File: src/rtl/noc_pkg.sv
// Shared router definitions: default flit width and the port-direction enum used by
// the input buffers, output arbiters and routing logic.
package noc_pkg;

  localparam int unsigned DefaultDataWidth = 32;
  localparam int unsigned NumDirs          = 5;

  typedef enum logic [2:0] {
    DirN = 3'd0,
    DirE = 3'd1,
    DirW = 3'd2,
    DirS = 3'd3,
    DirL = 3'd4
  } port_dir_e;

endpackage

File: src/rtl/fifo_handshake_receiver_if.sv
// RTS/CTS flit link into one router input port plus the local pop/head-flit side.
// master: upstream arbiter and local output arbiters; slave: the input buffer.
interface fifo_handshake_receiver_if
  import noc_pkg::*;
#(
  parameter int unsigned DATA_WIDTH = DefaultDataWidth
);

  logic [DATA_WIDTH-1:0] RX;
  logic                  DRTS;
  logic                  CTS;
  logic                  read_en_N;
  logic                  read_en_E;
  logic                  read_en_W;
  logic                  read_en_S;
  logic                  read_en_L;
  logic [DATA_WIDTH-1:0] Data_out;
  logic                  empty;
  logic                  full;

  modport master (
    output RX, DRTS, read_en_N, read_en_E, read_en_W, read_en_S, read_en_L,
    input  CTS, Data_out, empty, full
  );

  modport slave (
    input  RX, DRTS, read_en_N, read_en_E, read_en_W, read_en_S, read_en_L,
    output CTS, Data_out, empty, full
  );

endinterface

File: src/rtl/fifo_handshake_receiver_storage.sv
// DEPTH x DATA_WIDTH register array: one synchronous write port, one asynchronous
// read port, all words cleared on reset.
module fifo_storage
  import noc_pkg::*;
#(
  parameter int unsigned DATA_WIDTH = DefaultDataWidth,
  parameter int unsigned DEPTH      = 4
) (
  input  logic                     clk,
  input  logic                     rst,
  input  logic                     we,
  input  logic [$clog2(DEPTH)-1:0] waddr,
  input  logic [DATA_WIDTH-1:0]    wdata,
  input  logic [$clog2(DEPTH)-1:0] raddr,
  output logic [DATA_WIDTH-1:0]    rdata
);

  logic [DATA_WIDTH-1:0] mem_q [DEPTH];

  // Storage words: cleared on reset, written at waddr when we is high.
  always_ff @(posedge clk or negedge rst) begin
    if (!rst) begin
      for (int i = 0; i < DEPTH; i++) begin
        mem_q[i] <= '0;
      end
    end else if (we) begin
      mem_q[waddr] <= wdata;
    end
  end

  assign rdata = mem_q[raddr];

endmodule

File: src/rtl/fifo_handshake_receiver.sv
// Router input-port buffer: receiving end of the RTS/CTS flit handshake, a small
// circular FIFO, and the head flit presented to the local arbiters.
module fifo_handshake_receiver
  import noc_pkg::*;
#(
  parameter int unsigned DATA_WIDTH = DefaultDataWidth,
  parameter int unsigned DEPTH      = 4
) (
  input logic                       clk,
  input logic                       rst,
  fifo_handshake_receiver_if.slave  bus
);

  localparam int unsigned PtrWidth = $clog2(DEPTH);
  localparam int unsigned CntWidth = PtrWidth + 1;

  logic                cts_q, cts_d;
  logic [PtrWidth-1:0] wr_ptr_q, wr_ptr_d;
  logic [PtrWidth-1:0] rd_ptr_q, rd_ptr_d;
  logic [CntWidth-1:0] count_q, count_d;
  logic                empty_q, empty_d;
  logic                full_q, full_d;

  logic [NumDirs-1:0]    read_en;
  logic                  wr_en;
  logic                  rd_en;
  logic [DATA_WIDTH-1:0] head;

  // Gather the per-direction grants; several high at once still pops one flit.
  always_comb begin
    read_en       = '0;
    read_en[DirN] = bus.read_en_N;
    read_en[DirE] = bus.read_en_E;
    read_en[DirW] = bus.read_en_W;
    read_en[DirS] = bus.read_en_S;
    read_en[DirL] = bus.read_en_L;
  end

  assign wr_en = cts_q & bus.DRTS;
  assign rd_en = (|read_en) & ~empty_q;

  // Next-state for handshake, pointers and occupancy.
  always_comb begin
    // CTS is only raised from a cycle with no write in flight, so full_q is exact here
    // and the granted slot cannot be taken before the flit lands.
    cts_d    = bus.DRTS & ~cts_q & ~full_q;
    wr_ptr_d = wr_en ? wr_ptr_q + PtrWidth'(1) : wr_ptr_q;
    rd_ptr_d = rd_en ? rd_ptr_q + PtrWidth'(1) : rd_ptr_q;
    count_d  = count_q + CntWidth'(wr_en) - CntWidth'(rd_en);
    empty_d  = (count_d == '0);
    full_d   = (count_d == CntWidth'(DEPTH));
  end

  // Control state register.
  always_ff @(posedge clk or negedge rst) begin
    if (!rst) begin
      cts_q    <= 1'b0;
      wr_ptr_q <= '0;
      rd_ptr_q <= '0;
      count_q  <= '0;
      empty_q  <= 1'b1;
      full_q   <= 1'b0;
    end else begin
      cts_q    <= cts_d;
      wr_ptr_q <= wr_ptr_d;
      rd_ptr_q <= rd_ptr_d;
      count_q  <= count_d;
      empty_q  <= empty_d;
      full_q   <= full_d;
    end
  end

  fifo_storage #(
    .DATA_WIDTH (DATA_WIDTH),
    .DEPTH      (DEPTH)
  ) u_storage (
    .clk   (clk),
    .rst   (rst),
    .we    (wr_en),
    .waddr (wr_ptr_q),
    .wdata (bus.RX),
    .raddr (rd_ptr_q),
    .rdata (head)
  );

  assign bus.CTS      = cts_q;
  assign bus.Data_out = head;
  assign bus.empty    = empty_q;
  assign bus.full     = full_q;

endmodule

File: src/flat_wrapper.sv
// flat-port wrapper written by rule: the top's interface ports become plain ports
module fifo_handshake_receiver_flat import noc_pkg::*;
#(
  parameter int unsigned DATA_WIDTH = DefaultDataWidth,
  parameter int unsigned DEPTH      = 4
)
  (clk, rst, bus_RX, bus_DRTS, bus_read_en_N, bus_read_en_E, bus_read_en_W, bus_read_en_S, bus_read_en_L, bus_CTS, bus_Data_out, bus_empty, bus_full);
  fifo_handshake_receiver_if #(.DATA_WIDTH(DATA_WIDTH)) bus_i ();
  input logic clk;
  input logic rst;
  input wire logic [$bits(bus_i.RX)-1:0] bus_RX;
  input wire logic [$bits(bus_i.DRTS)-1:0] bus_DRTS;
  input wire logic [$bits(bus_i.read_en_N)-1:0] bus_read_en_N;
  input wire logic [$bits(bus_i.read_en_E)-1:0] bus_read_en_E;
  input wire logic [$bits(bus_i.read_en_W)-1:0] bus_read_en_W;
  input wire logic [$bits(bus_i.read_en_S)-1:0] bus_read_en_S;
  input wire logic [$bits(bus_i.read_en_L)-1:0] bus_read_en_L;
  output wire logic [$bits(bus_i.CTS)-1:0] bus_CTS;
  output wire logic [$bits(bus_i.Data_out)-1:0] bus_Data_out;
  output wire logic [$bits(bus_i.empty)-1:0] bus_empty;
  output wire logic [$bits(bus_i.full)-1:0] bus_full;
  assign bus_i.RX = bus_RX;
  assign bus_i.DRTS = bus_DRTS;
  assign bus_i.read_en_N = bus_read_en_N;
  assign bus_i.read_en_E = bus_read_en_E;
  assign bus_i.read_en_W = bus_read_en_W;
  assign bus_i.read_en_S = bus_read_en_S;
  assign bus_i.read_en_L = bus_read_en_L;
  assign bus_CTS = bus_i.CTS;
  assign bus_Data_out = bus_i.Data_out;
  assign bus_empty = bus_i.empty;
  assign bus_full = bus_i.full;
  fifo_handshake_receiver #(.DATA_WIDTH(DATA_WIDTH), .DEPTH(DEPTH)) u_core (.clk(clk), .rst(rst), .bus(bus_i));
endmodule
File: config.mk
export PLATFORM = sky130hd
export DESIGN_NAME = fifo_handshake_receiver_flat
export DESIGN_NICKNAME = d
export VERILOG_FILES = /design/src/rtl/noc_pkg.sv /design/src/rtl/fifo_handshake_receiver_if.sv /design/src/rtl/fifo_handshake_receiver_storage.sv /design/src/rtl/fifo_handshake_receiver.sv /design/src/flat_wrapper.sv
export SDC_FILE = /design/constraint.sdc
export NUM_CORES = 1
export LEC_CHECK = 0
export ABC_AREA = 0
export CAP_MARGIN = 20
export CELL_PAD_IN_SITES_DETAIL_PLACEMENT = 0
export CELL_PAD_IN_SITES_GLOBAL_PLACEMENT = 1
export CORE_ASPECT_RATIO = 0.8
export CORE_UTILIZATION = 50
export CTS_CLUSTER_SIZE = 16
export DETAILED_ROUTE_END_ITERATION = 8
export PLACE_DENSITY = 0.95
export SYNTH_ARGS = -nofsm -noshare
export SYNTH_HDL_FRONTEND = slang
export SYNTH_HIERARCHICAL = 1
export SYNTH_SLANG_ARGS = --single-unit
File: constraint.sdc
create_clock -name clk -period 3.4 [get_ports clk]
set_input_delay 0.68 -clock clk [delete_from_list [all_inputs] [get_ports clk]]
set_output_delay 0.68 -clock clk [all_outputs]
set_load 0.03 [all_outputs]
==> results of run 1 <==
==> metal layers <==
layer	up-vias	GRT usage	wire, µm
met2	61	0.3543	6091
met4	0	0.08063	194
met1	1773	0.2684	4962
met3	18	0.05218	431
met5	-	0	0
li1	1458	-	-
==> area by class of cell <==
| class | count | share of cell area |
|---|---|---|
| flip-flops and latches | 138 | 0.4593 |
| repair buffers | 86 | 0.1172 |
| inverters | 4 | 0.001995 |
| clock inverters | 14 | 0.02594 |
| clock buffers | 18 | 0.05703 |
| multi-input cells | 183 | 0.3139 |
| well taps | 148 | 0.02461 |
==> per-stage QoR <==
stage	hold slack, ns	area (µm²)
finish	0.2905	7525
global route	0.3237	7525
CTS	0.3016	7525
detailed placement	0.4614	6900
global placement	0.4479	6900
floorplan	0.3844	5927
==> power breakdown <==
group | internal (mW) | switching, mW
registers | 2.45 | 0.469
logic | 2.01 | 1.67
clock network | 1.23 | 0.700
total | 5.70 | 2.84
==> synthesized netlist by cell type (all sizes together), types with 2 or more instances <==
cell,number
mux2,128
xor2,3
xnor2,3
ha,2
nand3b,2
inv,4
nor3,2
nand3,2
mux4,32
dfrtp,137
nor3b,3
a21oi,2
buf,19
==> flip-flops by register name, summed over array words and instances, names as in the netlist <==
| register | flops |
|---|---|
| u_core/rd_ptr_q | 2 |
| u_core/bus.empty | 1 |
| u_core/u_storage/mem_q | 128 |
| u_core/wr_ptr_q | 2 |
| u_core/bus.CTS | 1 |
| u_core/bus.full | 1 |
| u_core/count_q | 3 |
==> final timing paths <==
kind | to | cells after the start | start
min | u_core/u_storage/mem_q[84] | 1 | rst
max in group asynchronous | u_core/u_storage/mem_q[101] | 2 | rst
max reg2reg | u_core/bus.full | 7 | u_core/bus.empty
min in group clk | u_core/bus.CTS | 1 | u_core/bus.full
max | bus_Data_out[12] | 3 | u_core/rd_ptr_q[0]
min reg2reg | u_core/bus.CTS | 1 | u_core/bus.full
==> logic make-up (layout without fill, tap and decap cells) <==
family                     count (synthesis)  in the layout  synth area share
muxes                                    160            160            0.3648
buffers and inverters                     23            122           0.02048
AOI/OAI and AO/OA                          2              2          0.001689
adders and majority gates                  3              3          0.007599
DFF                                      138            138            0.5829
xor gates and xnor gates                   6              6          0.008868
and+or+nand+nor                           12             12           0.01372
==> cell usage in the layout, fill, tap and decap left out, drive strengths merged <==
master,instances
clkdlybuf4s50,73
inv,7
fa,1
nor3,2
dfrtp,137
nand2b,1
a21oi,2
bufinv,4
nor2,1
xnor2,3
nand3b,2
buf,13
dfstp,1
mux2,128
mux4,32
nand2,1
xor2,3
clkinv,3
ha,2
clkinvlp,4
clkbuf,18
nand3,2
nor3b,3
==> impl_metrics.toml, run 1 <==
[run_status]
outcome = "finished, final reports clean"

[clocking]
cts_root_buf = "clkbuf_16"
cts_resized = 0
insertion_delay_ns = 0.41
cts_setup_buffers = 0
cts_made_buffers = 17
cts_tree = "yes"
cts_hold_buf = 0
cts_sinks = 138
h-tree-depth = 4
cts_buffer_depth = 2
clkSlewWorstSetupHoldPaths_ns = 0.06

[logic_synthesis]
yosys.area.top_type = "dfrtp_1"
synth_cells = 344
synth_top_area_frac = 0.5784
synthFlopType = "dfrtp_1"
synth_area_per_cell_um2 = 17.23
synth_area_mm2 = 0.005927
ys_types = 22
yosysSeqAreaShare = 0.5829
synthArstFlopShare = 1.000
ys_ff_latch = 138
ys_top_cells_by_area = "dfrtp_1 58%, mux2_2 24%, mux4_2 12%"
yosys_warnings = 6
synth_fp_nets = 387
synth_edf_count = 0

[setup_path]
critical_path_peak_fanout = 15
critPathTopFamily = "buffers and inverters"
slowest_stage = "clkdlybuf4s50_1"
crit_type = "flip-flop to primary output"
endpoint_kind = "primary output"
cp-start-kind = "flip-flop"
crit_chain = "buf_12 -> mux4_2 -> clkdlybuf4s50_1"
arrival_ns = 2.41
cp_slowest_stage_delay_ns = 0.61
path_buf_inv = 2
ff2ff_setup_slack_ns = 1.39
critPathRequiredTime_ns = 2.72

[pwr]
finalPower_mw = 8.537
power_density_mw_per_mm2 = 1135
peakVddDrop_uv = 500.2
leakagePower_nw = 3.204

[placed_design]
dp_cells = 559
dp_slack_ns = 0.5134
dp_hpwl_um = 7459
place.gp.congestion = 0.6993
port_buffers = 74

[drt]
finalWirelength_um = 11680
drt_iter0_drc = 204
avgRoutedWirePerCell_um = 19.76
drtPass1Iterations = 4
drc = 0
ant_nets = 0
viasPerCell = 5.601
vias = 3310

[cells_and_area]
nFillCells = 790
syn2layout_area_growth_pct = 26.96
multiInputGateArea_mm2 = 0.002362
diodes = 0
layout-drive-gt1-share = 0.4673
nets = 473
stdcell_count = 591
fin_util = 0.6533
seqCellArea_mm2 = 0.003456

[global_routing]
grt.total_usage = 0.2125
antenna_found_initial = 0
grt_pass1_vias = 3626
grt_max_degree = 72
grt_pass1_wl_um = 18980
gr-total-overflow = 0

[sta]
rsz0062_at_grt = "no"
worst_clock_skew_ns = 0.006936
fin_setup_tns_ns = 0
tightest_slew_ns = 0.6642
finalHoldViolCount = 0
fmax_ghz = 0.3241
slew_headroom = 0.5572
fin_ws_ns = 0.3147
fin_crit_sh = 0.9074
setup_viol = 0
slew_viol_final = 0
fin_crit_ns = 3.085

[floorplanning]
rows = 35
dieWidth_um = 123.7
design.core.area_mm2 = 0.01152
die_y_um = 99.38
start_util = 0.5146
dieArea_mm2 = 0.01230
ioPinCount = 75

[flow_run]
maxCapViolations = 0

[hold_path]
hp-class = "input pin to async pin"
(Power assumes the default switching activity.)
==> run 2, diff against run 1 <==
Settings changed: MAX_ROUTING_LAYER set to met4.
==> run 2 against run 1 <==
Net effect:
- cell area stayed put
- non-clock buffer count stayed put
- clock-buffer cell count unchanged
==> impl_metrics.toml, run 2 (same netlist as run 1, synthesis figures left out) <==
[cells_and_area]
multiInputGateArea_mm2 = 0.002362
final_common_cell = "dfrtp_1"
seqCellArea_mm2 = 0.003456
nets = 473
regMostFlops = "u_core/u_storage/mem_q"
diodes = 0
most-common-layout-cells = "136 x dfrtp_1, 126 x mux2_2, 73 x clkdlybuf4s50_1"
largest_reg_flops = 128
reg_top3 = "u_core/u_storage/mem_q: 128 flops, u_core/count_q: 3 flops"
layout-drive-gt1-share = 0.4673
nFillCells = 790
stdcell_count = 591
fin_util = 0.6533
syn2layout_area_growth_pct = 26.96

[clocking]
clkSlewWorstSetupHoldPaths_ns = 0.06
cts_hold_buf = 0
cts_setup_buffers = 0
cts_tree = "yes"
cts_sinks = 138
cts_root_buf = "clkbuf_16"
cts_resized = 0
h-tree-depth = 4
cts_buffer_depth = 2
insertion_delay_ns = 0.41
cts_made_buffers = 17

[floorplanning]
start_util = 0.5146
rows = 35
die_y_um = 99.38
dieWidth_um = 123.7
design.core.area_mm2 = 0.01152
dieArea_mm2 = 0.01230
ioPinCount = 75

[drt]
top_layer = "met4"
met2_length_um = 6150
drt_iter0_drc = 208
wl_met3_um = 433
drtPass1Iterations = 4
viasPerCell = 5.585
ant_nets = 0
vias = 3301
drc = 0
avgRoutedWirePerCell_um = 19.77
finalWirelength_um = 11690
wirelength_met1_um = 4944

[setup_path]
path_buf_inv = 2
crit_chain = "buf_12 -> mux4_2 -> clkdlybuf4s50_1"
endpoint_kind = "primary output"
crit_type = "flip-flop to primary output"
cp_slowest_stage_delay_ns = 0.61
arrival_ns = 2.41
critPathRequiredTime_ns = 2.72
critPathTopFamily = "buffers and inverters"
critical_path_peak_fanout = 15
cp-start-kind = "flip-flop"
slowest_stage = "clkdlybuf4s50_1"

[global_routing]
grt_pass1_vias = 3615
gr-total-overflow = 0
grt.total_usage = 0.2198
grt_pass1_wl_um = 19020
grt_max_degree = 72
antenna_found_initial = 0

[hold_path]
hp-class = "input pin to async pin"

[pwr]
finalPower_mw = 8.534
power_density_mw_per_mm2 = 1134
peakVddDrop_uv = 500.0
leakagePower_nw = 3.204

[sta]
fin_crit_sh = 0.9078
tightest_slew_ns = 0.6595
setup_viol = 0
rsz0062_at_grt = "no"
slew_viol_final = 0
fmax_ghz = 0.3240
slew_headroom = 0.5603
worst_clock_skew_ns = 0.006818
fin_crit_ns = 3.086
finalHoldViolCount = 0
fin_setup_tns_ns = 0
hold_ws_ns = 0.2810

[run_status]
outcome = "finished, final reports clean"

[placed_design]
dp_cells = 559
dp_hpwl_um = 7459
port_buffers = 74
place.gp.congestion = 0.7070

[flow_run]
maxCapViolations = 0
run 2: cell counts in the layout (fill, tap and decap cells not counted):
Identical to the previous run, type by type.
run 2: report_power, final:
group	internal (mW)	switching, mW
Clock	1.23	0.699
Sequential	2.45	0.468
Combinational	2.01	1.67
run 2: area by class of cell:
class / count / area share
timing repair buffer: 86 / 0.1172
multi-input combinational: 183 / 0.3139
clock inverter: 14 / 0.02594
inverter: 4 / 0.001995
sequential: 138 / 0.4593
clock buffer: 18 / 0.05703
tap: 148 / 0.02461
run 2: path summary, 6_finish.rpt:
path | start | end | slack, ns | cells past startpoint
setup / recovery | u_core/rd_ptr_q[0] | bus_Data_out[12] | 0.31 | 3
min in group clk | u_core/bus.full | u_core/bus.CTS | 0.47 | 1
hold reg to reg | u_core/bus.full | u_core/bus.CTS | 0.47 | 1
setup reg to reg | u_core/bus.empty | u_core/bus.full | 1.39 | 7
hold / removal | rst | u_core/u_storage/mem_q[86] | 0.28 | 1
max in group asynchronous | rst | u_core/u_storage/mem_q[101] | 2.35 | 2
run 2: layer usage:
metal  GRT usage  up-vias
met2      0.3538       64
met1      0.2715     1766
li1            -     1458
met4     0.08063        0
met3     0.05103       13
met5           -        -
run 2: per-stage QoR:
step | area [µm²] | setup WS (ns)
3_3_place_gp | 6900 | 0.5985
4_1_cts | 7525 | 0.2734
5_1_grt | 7525 | 0.2065
6_report | 7525 | 0.3135
3_5_place_dp | 6900 | 0.5134
2_1_floorplan | 5927 | 1.082
==> run 3, diff against run 2 <==
Settings changed: ABC_AREA 0 to 1, ABC_CLOCK_PERIOD_IN_PS set to 3400, CORE_UTILIZATION 50 to 45.
==> run 3 against run 2 <==
Net effect:
- flip-flop and latch count unchanged
- synthesized area increased by 21%
- hold slack improved by 0.082 ns
- synthesized cell count increased to 2.9 times the previous value
- power increased by 11%
- global-route usage increased by 3.4 points
- final cell count increased by 110%
- core utilization decreased by 9.3 points
- register-to-register slack got worse by 0.26 ns
- wire length increased by 60%
- sequential share of layout area decreased by 5.7 points
- via count increased by 90%
==> impl_metrics.toml, run 3 <==
[run_status]
outcome = "finished, final reports clean"

[pwr]
swShare = 0.4421
clkPwrFrac = 0.201
pwr-share-seq = 0.304
leakagePower_nw = 4.733
power.internal_mw = 5.281
combPwrFrac = 0.496
peakVddDrop_uv = 577.5
power.switching_mw = 4.185
power_density_mw_per_mm2 = 1103

[logic_synthesis]
synth_top_area_frac = 0.4762
ys_ff_latch = 138
synth_edf_count = 0
synth_cells = 986
synth_area_mm2 = 0.007199
ys_types = 24
synth_area_per_cell_um2 = 7.302
synth_common_cells = "392 x nand2_1, 171 x inv_1, 137 x dfrtp_1"
synthMostInstantiatedCell = "nand2_1"
synthArstFlopShare = 1.000
yosys_warnings = 6
yosysSeqAreaShare = 0.4798
yosys.area.top_type = "dfrtp_1"
synth_fp_nets = 1029
synthFlopType = "dfrtp_1"
ys_top_cells_by_area = "dfrtp_1 48%, nand2_1 20%, inv_1 8.9%"

[cells_and_area]
most-common-layout-cells = "392 x nand2_1, 171 x inv_1, 136 x dfrtp_1"
reg_top3 = "u_core/u_storage/mem_q: 128 flops, u_core/count_q: 3 flops"
nets = 1074
fin_util = 0.5605
regMostFlops = "u_core/u_storage/mem_q"
layout-drive-gt1-share = 0.06226
largest_reg_flops = 128
syn2layout_area_growth_pct = 19.24
diodes = 0
final_common_cell = "nand2_1"

[clocking]
cts_sinks = 138
cts_hold_buf = 0
h-tree-depth = 4
insertion_delay_ns = 0.42
cts_made_buffers = 17
cts_buffer_depth = 2
cts_setup_buffers = 0
clkSlewWorstSetupHoldPaths_ns = 0.06
cts_root_buf = "clkbuf_16"
cts_resized = 0
cts_tree = "yes"

[sta]
fin_setup_tns_ns = 0
fin_crit_sh = 0.8703
slew_headroom = 0.3272
slew_viol_final = 0
fin_crit_ns = 2.959
worst_clock_skew_ns = 0.006821
setup_viol = 0
tightest_slew_ns = 1.009
fmax_ghz = 0.3379
rsz0062_at_grt = "no"
finalHoldViolCount = 0

[setup_path]
cp-start-kind = "flip-flop"
critical_path_peak_fanout = 50
path_buf_inv = 3
crit_chain = "inv_2 -> buf_12 -> nand2_1 -> nand3_1 -> nand2_1 -> clkdlybuf4s50_1"
critPathRequiredTime_ns = 2.72
cpMostUsedCell = "nand2_1"
cp_slowest_stage_delay_ns = 0.61
crit_type = "flip-flop to primary output"
slowest_stage = "clkdlybuf4s50_1"
critPathTopFamily = "buffers and inverters"
endpoint_kind = "primary output"
arrival_ns = 2.28

[floorplanning]
ioPinCount = 75
start_util = 0.4701
rows = 40
die_y_um = 115.1
dieWidth_um = 143.4
dieArea_mm2 = 0.01651
design.core.area_mm2 = 0.01531

[global_routing]
grt_pass1_wl_um = 30940
grt_pass1_vias = 5908
grt.total_usage = 0.2535
gr-total-overflow = 0
grt_max_degree = 109
antenna_found_initial = 0

[drt]
viasPerCell = 5.009
ant_nets = 0
drt_iter0_drc = 543
avgRoutedWirePerCell_um = 14.95
drc = 0
finalWirelength_um = 18750
drtPass1Iterations = 4
vias = 6281

[hold_path]
hp-class = "input pin to async pin"

[placed_design]
place.gp.congestion = 0.7651
dp_hpwl_um = 10270
port_buffers = 74

[flow_run]
maxCapViolations = 0
run 3: cell count changes after synthesis, sizes merged, moves of 8 or more:
cell / previous run / this run
nand2: 1 / 398
inv: 4 / 175
mux2: 128 / 0
nand3: 2 / 103
nand4: 0 / 64
buf: 19 / 55
mux4: 32 / 0
o21ai: 0 / 32
clkbuf: 0 / 8
run 3: cell families after synthesis:
family	after synthesis	synth area share
AO/OA/AOI/OAI	33	0.02294
XOR/XNOR	2	0.002434
adder cells (fa/ha/maj)	3	0.006256
buffers and inverters	238	0.1408
flip-flops	138	0.4798
AND/OR/NAND/NOR	572	0.3478
run 3: final timing paths:
kind,startpoint,end,slack (ns),depth (start not counted)
max in group asynchronous,rst,u_core/u_storage/mem_q[97],2.14,2
hold reg to reg,u_core/bus.full,u_core/bus.CTS,0.45,1
hold / removal,rst,u_core/count_q[2],0.36,1
setup / recovery,u_core/rd_ptr_q[0],bus_Data_out[1],0.44,6
min in group clk,u_core/bus.full,u_core/bus.CTS,0.45,1
setup reg to reg,u_core/wr_ptr_q[0],u_core/u_storage/mem_q[38],1.13,4
run 3: per-layer routing:
layer	GRT usage	wire [µm]	vias to the layer above
li1	-	-	3117
met1	0.3450	8758	2947
met2	0.3919	8557	208
met3	0.05040	1340	9
met4	0.05603	95	0
met5	-	0	-
run 3: layout make-up:
type | count | area, µm²
well taps | 210 | 262.8
flip-flops and latches | 138 | 3456
clock buffers | 25 | 525.5
clock inverters | 7 | 85.08
repair buffers | 89 | 867.1
inverters | 175 | 656.9
multi-input cells | 610 | 2731
fillers | 1465 | 6730
run 3: power groups by stage:
stage / clock network (mW) / logic, mW / registers (mW)
floorplan: 0 / 3.22 / 2.77
finish: 1.90 / 4.69 / 2.88
detailed placement: 0 / 4.69 / 2.88
global route: 2.01 / 5.19 / 2.98
global placement: 0 / 4.62 / 2.86
CTS: 1.92 / 4.72 / 2.87
run 3: metrics by stage:
step	setup WS [ns]	cells	hold slack, ns	total power, mW	area, µm²
floorplan	1.070	986	0.3844	5.996	7199
global placement	0.5900	1222	0.4532	7.476	7974
detailed placement	0.4773	1222	0.4352	7.565	7974
CTS	0.4282	1254	0.4402	9.508	8584
global route	0.3293	1254	0.4650	10.17	8584
finish	0.4409	1254	0.3627	9.466	8584
run 3: worst reg2reg max path: stages, from the launching register on:
cell	delay, ns
dfrtp_1	0.39
inv_2	0.54
nand3_2	0.86
nand2_1	0.29
nand2_1	0.08
